==> src/rtl/mdio_pkg.sv <==
// Shared definitions for the Clause 45 MDIO responder and its helpers.
//   state_e      : frame decoder states
//   OP_*         : Clause 45 opcode values
//   *_W          : frame field widths
//   BIT_*        : frame bit index of the last bit of each field (ST bit 0 = index 0)
package mdio_pkg;

    typedef enum logic [2:0] {
        StPre,
        StSt,
        StOp,
        StPrtad,
        StDevad,
        StTa,
        StData,
        StSkip
    } state_e;

    localparam logic [1:0] OP_ADDR  = 2'b00;
    localparam logic [1:0] OP_WR    = 2'b01;
    localparam logic [1:0] OP_PRINC = 2'b10;
    localparam logic [1:0] OP_RD    = 2'b11;

    localparam int unsigned OP_W       = 2;
    localparam int unsigned PRTAD_W    = 5;
    localparam int unsigned DEVAD_W    = 5;
    localparam int unsigned DATA_W     = 16;
    localparam int unsigned FRAME_BITS = 32;

    localparam logic [4:0] BIT_OP_LAST    = 5'd3;
    localparam logic [4:0] BIT_PRTAD_LAST = 5'd8;
    localparam logic [4:0] BIT_DEVAD_LAST = 5'd13;
    localparam logic [4:0] BIT_TA_LAST    = 5'd15;
    localparam logic [4:0] BIT_FRAME_LAST = 5'd31;

endpackage

==> src/rtl/mdio_sync_edge.sv <==
// Two-flop synchronizers for MDC and MDIO plus MDC edge detection.
//   clk       in   sampling clock
//   reset     in   synchronous, active-high
//   mdc       in   asynchronous management clock
//   mdio_in   in   asynchronous MDIO level
//   mdc_rise  out  one-cycle pulse on a synchronized MDC rising edge
//   mdc_fall  out  one-cycle pulse on a synchronized MDC falling edge
//   mdio_sync out  synchronized MDIO, aligned with the MDC edge pulses
module mdio_sync_edge (
    input  logic clk,
    input  logic reset,
    input  logic mdc,
    input  logic mdio_in,
    output logic mdc_rise,
    output logic mdc_fall,
    output logic mdio_sync
);

    logic [1:0] mdc_ff;
    logic       mdc_dly;
    logic [1:0] mdio_ff;

    always_ff @(posedge clk) begin
        if (reset) begin
            mdc_ff  <= 2'b00;
            mdc_dly <= 1'b0;
            mdio_ff <= 2'b11;  // bus idles high through the pull-up
        end else begin
            mdc_ff  <= {mdc_ff[0], mdc};
            mdc_dly <= mdc_ff[1];
            mdio_ff <= {mdio_ff[0], mdio_in};
        end
    end

    assign mdc_rise  = mdc_ff[1] & ~mdc_dly;
    assign mdc_fall  = ~mdc_ff[1] & mdc_dly;
    assign mdio_sync = mdio_ff[1];

endmodule

==> src/rtl/mdio_c45_slave.sv <==
// Clause 45 MDIO responder (PHY side).
//   clk156/reset        clock and synchronous active-high reset
//   mdc, mdio_in        management clock and data from the station manager
//   mdio_out, mdio_tri  MDIO drive value and release (1 = high-Z)
//   prtad               this port's address
//   reg_devad/reg_addr  device and register address of the current access
//   reg_wr/reg_wdata    one-cycle write strobe and data
//   reg_rd/reg_rdata    one-cycle read strobe; data sampled C_RD_LAT cycles later
module mdio_c45_slave
    import mdio_pkg::*;
#(
    parameter logic [31:0] C_DEVAD_MASK = 32'h0000_0002,
    parameter int unsigned C_PRE_MIN    = 32,
    parameter int unsigned C_RD_LAT     = 2
) (
    input  logic               clk156,
    input  logic               reset,
    input  logic               mdc,
    input  logic               mdio_in,
    output logic               mdio_out,
    output logic               mdio_tri,
    input  logic [PRTAD_W-1:0] prtad,
    output logic [DEVAD_W-1:0] reg_devad,
    output logic [DATA_W-1:0]  reg_addr,
    output logic               reg_wr,
    output logic [DATA_W-1:0]  reg_wdata,
    output logic               reg_rd,
    input  logic [DATA_W-1:0]  reg_rdata
);

    localparam int unsigned        PRE_W    = $clog2(C_PRE_MIN + 1);
    localparam logic [PRE_W-1:0]   PRE_SAT  = PRE_W'(C_PRE_MIN);
    // Loaded one above the latency so that the value 1 marks the capture cycle.
    localparam logic [2:0]         LAT_LOAD = 3'(C_RD_LAT + 1);

    logic mdc_rise;
    logic mdc_fall;
    logic mdio_s;

    mdio_sync_edge u_sync (
        .clk      (clk156),
        .reset    (reset),
        .mdc      (mdc),
        .mdio_in  (mdio_in),
        .mdc_rise (mdc_rise),
        .mdc_fall (mdc_fall),
        .mdio_sync(mdio_s)
    );

    state_e              state_q;
    logic [PRE_W-1:0]    pre_cnt_q;
    logic [4:0]          bit_cnt_q;   // frame index of the next bit to be sampled
    logic [DATA_W-1:0]   shreg_q;
    logic [1:0]          op_q;
    logic [PRTAD_W-1:0]  prtad_fld_q;
    logic                rd_op_q;
    logic [2:0]          lat_cnt_q;

    logic [DATA_W-1:0]   shift_in;
    logic [DEVAD_W-1:0]  devad_fld;
    logic                dev_match;

    assign shift_in  = {shreg_q[DATA_W-2:0], mdio_s};
    assign devad_fld = shift_in[DEVAD_W-1:0];
    assign dev_match = (prtad_fld_q == prtad) && C_DEVAD_MASK[devad_fld];

    always_ff @(posedge clk156) begin
        if (reset) begin
            state_q     <= StPre;
            pre_cnt_q   <= '0;
            bit_cnt_q   <= '0;
            shreg_q     <= '0;
            op_q        <= OP_ADDR;
            prtad_fld_q <= '0;
            rd_op_q     <= 1'b0;
            lat_cnt_q   <= '0;
            mdio_out    <= 1'b1;
            mdio_tri    <= 1'b1;
            reg_devad   <= '0;
            reg_addr    <= '0;
            reg_wr      <= 1'b0;
            reg_wdata   <= '0;
            reg_rd      <= 1'b0;
        end else begin
            reg_wr <= 1'b0;
            reg_rd <= 1'b0;

            if (lat_cnt_q != 3'd0) begin
                lat_cnt_q <= lat_cnt_q - 3'd1;
                if (lat_cnt_q == 3'd1) begin
                    shreg_q <= reg_rdata;
                end
            end

            if (mdc_rise) begin
                // During TA and read data the register holds outgoing data.
                if (!(state_q == StTa || (state_q == StData && rd_op_q))) begin
                    shreg_q <= shift_in;
                end
                bit_cnt_q <= bit_cnt_q + 5'd1;

                unique case (state_q)
                    StPre: begin
                        bit_cnt_q <= 5'd1;  // a zero here is ST bit 0
                        if (mdio_s) begin
                            if (pre_cnt_q != PRE_SAT) pre_cnt_q <= pre_cnt_q + 1'b1;
                        end else begin
                            pre_cnt_q <= '0;
                            if (pre_cnt_q == PRE_SAT) state_q <= StSt;
                        end
                    end
                    StSt: state_q <= mdio_s ? StSkip : StOp;  // ST=01 is a Clause 22 frame
                    StOp: begin
                        if (bit_cnt_q == BIT_OP_LAST) begin
                            op_q    <= shift_in[1:0];
                            state_q <= StPrtad;
                        end
                    end
                    StPrtad: begin
                        if (bit_cnt_q == BIT_PRTAD_LAST) begin
                            prtad_fld_q <= shift_in[PRTAD_W-1:0];
                            state_q     <= StDevad;
                        end
                    end
                    StDevad: begin
                        if (bit_cnt_q == BIT_DEVAD_LAST) begin
                            if (dev_match) begin
                                reg_devad <= devad_fld;
                                rd_op_q   <= op_q[1];
                                if (op_q[1]) begin
                                    reg_rd    <= 1'b1;
                                    lat_cnt_q <= LAT_LOAD;
                                end
                                state_q <= StTa;
                            end else begin
                                state_q <= StSkip;
                            end
                        end
                    end
                    StTa: begin
                        if (bit_cnt_q == BIT_TA_LAST) state_q <= StData;
                    end
                    StData: begin
                        if (bit_cnt_q == BIT_FRAME_LAST) begin
                            unique case (op_q)
                                OP_ADDR:  reg_addr <= shift_in;
                                OP_WR: begin
                                    reg_wr    <= 1'b1;
                                    reg_wdata <= shift_in;
                                end
                                OP_PRINC: reg_addr <= reg_addr + 16'd1;
                                OP_RD:    ;
                            endcase
                            state_q <= StPre;
                        end
                    end
                    StSkip: begin
                        if (bit_cnt_q == BIT_FRAME_LAST) state_q <= StPre;
                    end
                endcase
            end

            if (mdc_fall) begin
                if (state_q == StTa && rd_op_q && bit_cnt_q == BIT_TA_LAST) begin
                    mdio_tri <= 1'b0;
                    mdio_out <= 1'b0;
                end else if (state_q == StData && rd_op_q) begin
                    mdio_tri <= 1'b0;
                    mdio_out <= shreg_q[DATA_W-1];
                    shreg_q  <= {shreg_q[DATA_W-2:0], 1'b0};
                end else begin
                    mdio_tri <= 1'b1;
                    mdio_out <= 1'b1;
                end
            end
        end
    end

endmodule

==> config.mk <==
export PLATFORM = sky130hd
export DESIGN_NAME = mdio_c45_slave
export DESIGN_NICKNAME = d
export VERILOG_FILES = /design/src/rtl/mdio_pkg.sv /design/src/rtl/mdio_sync_edge.sv /design/src/rtl/mdio_c45_slave.sv
export SDC_FILE = /design/constraint.sdc
export NUM_CORES = 1
export LEC_CHECK = 0
export BUFFER_PORTS_ARGS = -buffer_cell sky130_fd_sc_hd__buf_4
export CAP_MARGIN = 20
export CORE_ASPECT_RATIO = 1.1
export CORE_MARGIN = 2
export CORE_UTILIZATION = 36
export CTS_CLUSTER_DIAMETER = 40
export DETAILED_ROUTE_END_ITERATION = 10
export HOLD_SLACK_MARGIN = 0.12
export PLACE_DENSITY = 0.67
export RECOVER_POWER = 100
export SYNTH_ARGS = -nofsm -noshare
export SYNTH_HDL_FRONTEND = slang
export SYNTH_SLANG_ARGS = --single-unit
==> constraint.sdc <==
create_clock -name clk156 -period 2.7 [get_ports clk156]
set_input_delay 0.54 -clock clk156 [delete_from_list [all_inputs] [get_ports clk156]]
set_output_delay 0.54 -clock clk156 [all_outputs]
set_load 0.02 [all_outputs]
==> Word-level counts from Yosys, hierarchy flattened <==
Memory sizes are Yosys's and may differ from the RTL's. A register that Yosys moved wholly into a read port is not among the register bits.
Cells that the tools add are included.
{ "op_classes": {"addsub": 4, "n_lt_le_gt_ge": 1, "eq_ne": 26, "mux": 35, "bitwise_logic": 10, "n_reduce_logical": 19} }
{ "ops": {"columns": ["cell", "n"], "rows": [
  ["$mux 16", 7],
  ["$mux 3", 14],
  ["$pmux 16 s2", 1],
  ["$pmux 3 s7", 1],
  ["$add 16x1->16 const B", 1],
  ["$eq 5x4->1 const B", 3],
  ["$eq 3x3->1 const B", 4],
  ["$mux 6", 2],
  ["$ne 2x2->1 const B", 6],
  ["$reduce_and 4->1", 3],
  ["$mux 5", 2],
  ["$reduce_and 3->1", 3],
  ["$not 1->1", 8],
  ["$reduce_and 8->1", 1],
  ["$mux 1", 7],
  ["$add 6x1->6 const B", 1],
  ["$eq 3x1->1 const B", 2],
  ["$eq 3x2->1 const B", 2],
  ["$eq 6x6->1 const B", 1],
  ["$lt 5x6->1 const B", 1],
  ["$ne 6x6->1 const B", 1],
  ["$add 5x1->5 const B", 1],
  ["$eq 5x2->1 const B", 1],
  ["$eq 5x5->1", 1],
  ["16 further kinds", 21]
]} }
{ "totals": {"ff_bits": 87, "rom_bits": 32, "in_bits": 25, "output_inout_bits": 41, "elab_cells": 114, "n_memories": 1} }
{ "memory_table": {"columns": ["memory", "words", "word_bits", "rd", "rd_clocked_by_memory_dff", "write_ports", "line", "text"], "rows": [
  ["(no name shown)", 32, 1, 1, 1, 0, "mdio_c45_slave.sv:65", "assign dev_match = (prtad_fld_q == prtad) && C_DEVAD_MASK[devad_fld];"]
]} }

==> Logic depth before layout (Yosys ltp) <==
{ "depth": {"ltp_word": 9, "depth_mapped": 9, "mapped_depth_nobuf": 8} }

==> Modules after synthesis <==
From an unflattened synthesis, not the netlist that was laid out.
{ "hier_totals": {"hier_cells": 484, "hier_area_um2": 4367.9} }
{ "by_module_without_submodules": {"columns": ["module", "instances", "cells_each", "area_each_um2", "seq_area_each_um2"], "rows": [
  ["mdio_c45_slave", 1, 472, 4216.5, 1641.6],
  ["mdio_sync_edge", 1, 12, 151.4, 100.1]
]} }

==> Least setup slack after synthesis <==
OpenSTA, ideal clock, no wires.
{ "synth_path": {"path_type": "register -> register", "startpoint": "register bit_cnt_q[0]", "endpoint": "register reg_addr[15]", "setup_ns": 0.144, "arrival_time_ns": 1.842, "required_time_ns": 2.556, "setup_slack_ns": 0.715, "path_stages_with_launch": 10, "path_buffers": 1, "period_less_slack_ns": 1.985, "path_cell_list": "dfxtp_1 > ha_1 > and3_1 > ha_1 > nand3b_1 > or3_1 > buf_2 > or3_1 > o21ai_0 > a211oi_1"} }
{ "synth_via": {"elab_chain_len": 2} }
{ "synth_rtl": {"columns": ["item", "line", "text"], "rows": [
  ["start: declaration", "mdio_c45_slave.sv:52", "logic [4:0] bit_cnt_q;"],
  ["start signal: assignment", "mdio_c45_slave.sv:100", "bit_cnt_q <= bit_cnt_q + 5'd1;"],
  ["$eq 5x5->1", "mdio_c45_slave.sv:144", "if (bit_cnt_q == BIT_FRAME_LAST) begin"],
  ["$reduce_and 4->1 (no line)", null, null],
  ["end signal: assignment", "mdio_c45_slave.sv:146", "OP_ADDR: reg_addr <= shift_in;"],
  ["end signal: assignment", "mdio_c45_slave.sv:151", "OP_PRINC: reg_addr <= reg_addr + 16'd1;"],
  ["end: declaration", "mdio_c45_slave.sv:24", "output logic [DATA_W-1:0] reg_addr,"]
]} }
Every way passes these cells.
A chain may end at the register's enable or synchronous reset.

==> Final worst setup path <==
Same ends and word-level chain as after synthesis.

==> flow_metrics.env <==
export IMPL_drv_cap=0
export IMPL_finalPower_w=0.003116
export IMPL_dp_hpwl_um=7431
export IMPL_path_max_fanout=10
export IMPL_final_nets=551
export IMPL_ys_seq_elements=88
export IMPL_synthAdderAreaFrac_pct=3.197
export IMPL_setup_slack_ns=0.4213
export IMPL_min_period_over_period_pct=84.40
export IMPL_setup_violations=0
export IMPL_pwr_share_seq_pct=46.6
export IMPL_worstPathArrival_ns=2.46
export IMPL_synth_distinct_cells=65
export IMPL_pwr_share_comb_pct=12.7
export IMPL_path_clk_slew_ns=0.07
export IMPL_synth_nets=500
export IMPL_drc=0
export IMPL_critPathLaunchType="flop"
export IMPL_min_period_ns=2.279
export IMPL_drt_initial_drc_count=238
export IMPL_num_io_pins=66
export IMPL_power_static_leakage_nw=1.816
export IMPL_crit_type="flop to flop"
export IMPL_p_int_w=0.002307
export IMPL_area_growth_pct=14.65
export IMPL_synthMuxAreaShare_pct=11.19
export IMPL_via_per_inst=5.282
export IMPL_avgSynthCellArea_sq_um=9.279
export IMPL_synth_simple_gate_area_share_pct=20.02
export IMPL_cp_end_kind="flop"
export IMPL_switchingPower_w=0.0008090
export IMPL_swShare_pct=25.97
export IMPL_start_util_pct=37.14
export IMPL_grt_first_pass_wirelength_um=17220
export IMPL_synth_top_family_by_area="simple AND/OR/NAND/NOR gates"
export IMPL_post_cts_buffers=0
export IMPL_drive_gt1_share_pct=12.69
export IMPL_gp_congestion=0.8697
export IMPL_async_flop_share_pct=0
export IMPL_drv_slew=0
export IMPL_ys_seq_area_share_pct=40.92
export IMPL_worstPathRequired_ns=2.88
export IMPL_hold_viol_final=0
export IMPL_firstDrtPassIters=5
export IMPL_postRouteAntennaNets=0
export IMPL_grt_pass1_vias=3357
export IMPL_timing_fmax_ghz=0.4389
export IMPL_cts_resized=0
export IMPL_slew_headroom_pct=32.85
export IMPL_insertion_delay_ns=0.34
export IMPL_outcome="completed"
export IMPL_worstMarginPinSlew_ns=1.007
export IMPL_die_w_um=108.3
export IMPL_finalSetupTns_ns=0
export IMPL_clock_root_buffer="clkbuf_16"
export IMPL_synth_compound_area_share_pct=16.91
export IMPL_wl_per_cell_um=15.64
export IMPL_cts_buffers=9
export IMPL_synth_flop_cell="dfxtp_1"
export IMPL_place_ws_ns=0.4459
export IMPL_ctsHoldBuffers=0
export IMPL_cts_path_max_buffers=2
export IMPL_grt_max_degree=43
export IMPL_yosysWarnings=0
export IMPL_power_density_mw_per_mm2=631.2
export IMPL_fin_worst_skew_ns=0.009928
export IMPL_cts_sink_count=88
export IMPL_routed_wl_um=10480
export IMPL_peakVddDrop_v=0.0003743
export IMPL_rows=41
export IMPL_clockPowerShare_pct=40.8
export IMPL_rsz0062_at_grt="false"
export IMPL_synth_xor_area_share_pct=2.645
export IMPL_design_die_area_sq_mm=0.01285
export IMPL_core_area_sq_mm=0.01159
export IMPL_io_buffer_count=65
export IMPL_grt_usage_pct=17.01
export IMPL_syn_area_sq_mm=0.004305
export IMPL_synthCells=464
export IMPL_antenna_found_initial=0
export IMPL_vias=3539
export IMPL_diodes=0
export IMPL_grt_overflow=0
export IMPL_synth_edff_count=0
export IMPL_die_h_um=118.7
export IMPL_worstHoldPathType="input pin to flop"
export IMPL_cts_tree="built"
export IMPL_cts_max_level=3
-- power groups by stage --
stage / combinational [W] / clock [W] / sequential [W]
final: 0.000395 / 0.00127 / 0.00145
after global routing: 0.000435 / 0.00136 / 0.00146
after CTS: 0.000420 / 0.00130 / 0.00145
after detailed placement: 0.000418 / 0 / 0.00148
after global placement: 0.000402 / 0 / 0.00148
after floorplan: 0.000328 / 0 / 0.00144
-- worst max-delay path, cell delays in order (launching register included) --
cell and delay, ns:
dfxtp_1 0.37, ha_1 0.20, and3_1 0.19, ha_1 0.20, nand3b_1 0.13, or3_1 0.51
or3_1 0.35, o21ai_0 0.08, a211oi_1 0.07
-- area by class of cell --
class	instances	area, sq um
repair buffers	72	380.4
multi-input cells	330	2248
clock inverters	6	66.31
well taps	150	187.7
inverters	14	52.55
flip-flops and latches	88	1762
clock buffers	10	239.0
fillers	1220	6658
-- flip-flops by register name, summed over array words and instances (netlist names), 2 cells and up, named ones only --
name / cells
reg_addr: 16
reg_wdata: 16
shreg_q: 16
pre_cnt_q: 6
bit_cnt_q: 5
prtad_fld_q: 5
reg_devad: 5
lat_cnt_q: 3
state_q: 3
op_q: 2
u_sync.mdc_ff: 2
u_sync.mdio_ff: 2
-- synthesized netlist by cell type (3+ instances only) --
| library cell | number | area share (%) |
|---|---|---|
| inv_1 | 14 | 1.2 |
| nand2_1 | 26 | 2.3 |
| nand4_1 | 4 | 0.58 |
| nand4b_1 | 3 | 0.61 |
| dfxtp_1 | 88 | 41 |
| buf_6 | 3 | 0.78 |
| nand3b_1 | 4 | 0.70 |
| o21ai_0 | 16 | 1.9 |
| buf_2 | 10 | 1.2 |
| a21oi_1 | 25 | 2.9 |
| xnor2_1 | 5 | 1.0 |
| nor3_1 | 11 | 1.3 |
| xor2_1 | 8 | 1.6 |
| ha_1 | 11 | 3.2 |
| nor2_1 | 61 | 5.3 |
| nand3_1 | 10 | 1.2 |
| and3_1 | 5 | 0.73 |
| and2_1 | 4 | 0.58 |
| a211oi_2 | 15 | 4.4 |
| a211oi_1 | 9 | 1.6 |
| or2_2 | 4 | 0.58 |
| nand2b_1 | 4 | 0.58 |
| buf_4 | 3 | 0.52 |
| clkbuf_1 | 14 | 1.2 |
| o32ai_1 | 5 | 1.0 |
| or3_1 | 5 | 0.73 |
| nor2b_1 | 5 | 0.73 |
| mux2i_1 | 47 | 11 |
-- per-layer routing --
metal / share of wire, % / track usage, % / vias up
li1: - / - / 1766
met1: 48 / 24.15 / 1664
met2: 45 / 25.51 / 98
met3: 5.4 / 3.420 / 11
met4: 1.5 / 5.929 / 0
met5: 0 / 0 / -
-- cells in the final DEF (no fill, tap or decap), drive strengths merged, types with 16 or more instances in the layout --
cell	Yosys	final
clkbuf	15	53
a211oi	24	24
nand2	26	26
mux2i	47	47
o21ai	17	17
nor2	61	61
inv	14	16
buf	17	29
a21oi	25	25
dfxtp	88	88
-- path summary, 6_finish.rpt --
check / startpoint / endpoint / slack, ns / depth (start not counted)
worst max register to register: bit_cnt_q[0] / reg_addr[15] / 0.42 / 8
worst min-delay path: mdio_in / u_sync.mdio_ff[0] / 0.38 / 2
worst min register to register: u_sync.mdc_ff[0] / u_sync.mdc_ff[1] / 0.45 / 1
worst max-delay path: bit_cnt_q[0] / reg_addr[15] / 0.42 / 8
-- logic make-up (layout without fill, tap and decap cells) --
kind of cell,after synthesis,in the layout
and+or+nand+nor,163,163
AOI/OAI and AO/OA,95,95
DFF,88,88
muxes,48,48
buffers and inverters,46,102
xor gates and xnor gates,13,13
adders and majority gates,11,11
-- through the flow --
| stage | hold WS (ns) | utilization (%) | area (sq um) | cells |
|---|---|---|---|---|
| floorplan | 0.4055 | - | 4305 | 464 |
| global placement | 0.4183 | 42.07 | 4877 | 654 |
| detailed placement | 0.4198 | 42.07 | 4877 | 654 |
| CTS | 0.3767 | 44.70 | 5182 | 670 |
| global route | 0.3812 | 42.58 | 4936 | 670 |
| finish | 0.3846 | 42.58 | 4936 | 670 |
Power figures use the tool's default switching activity.
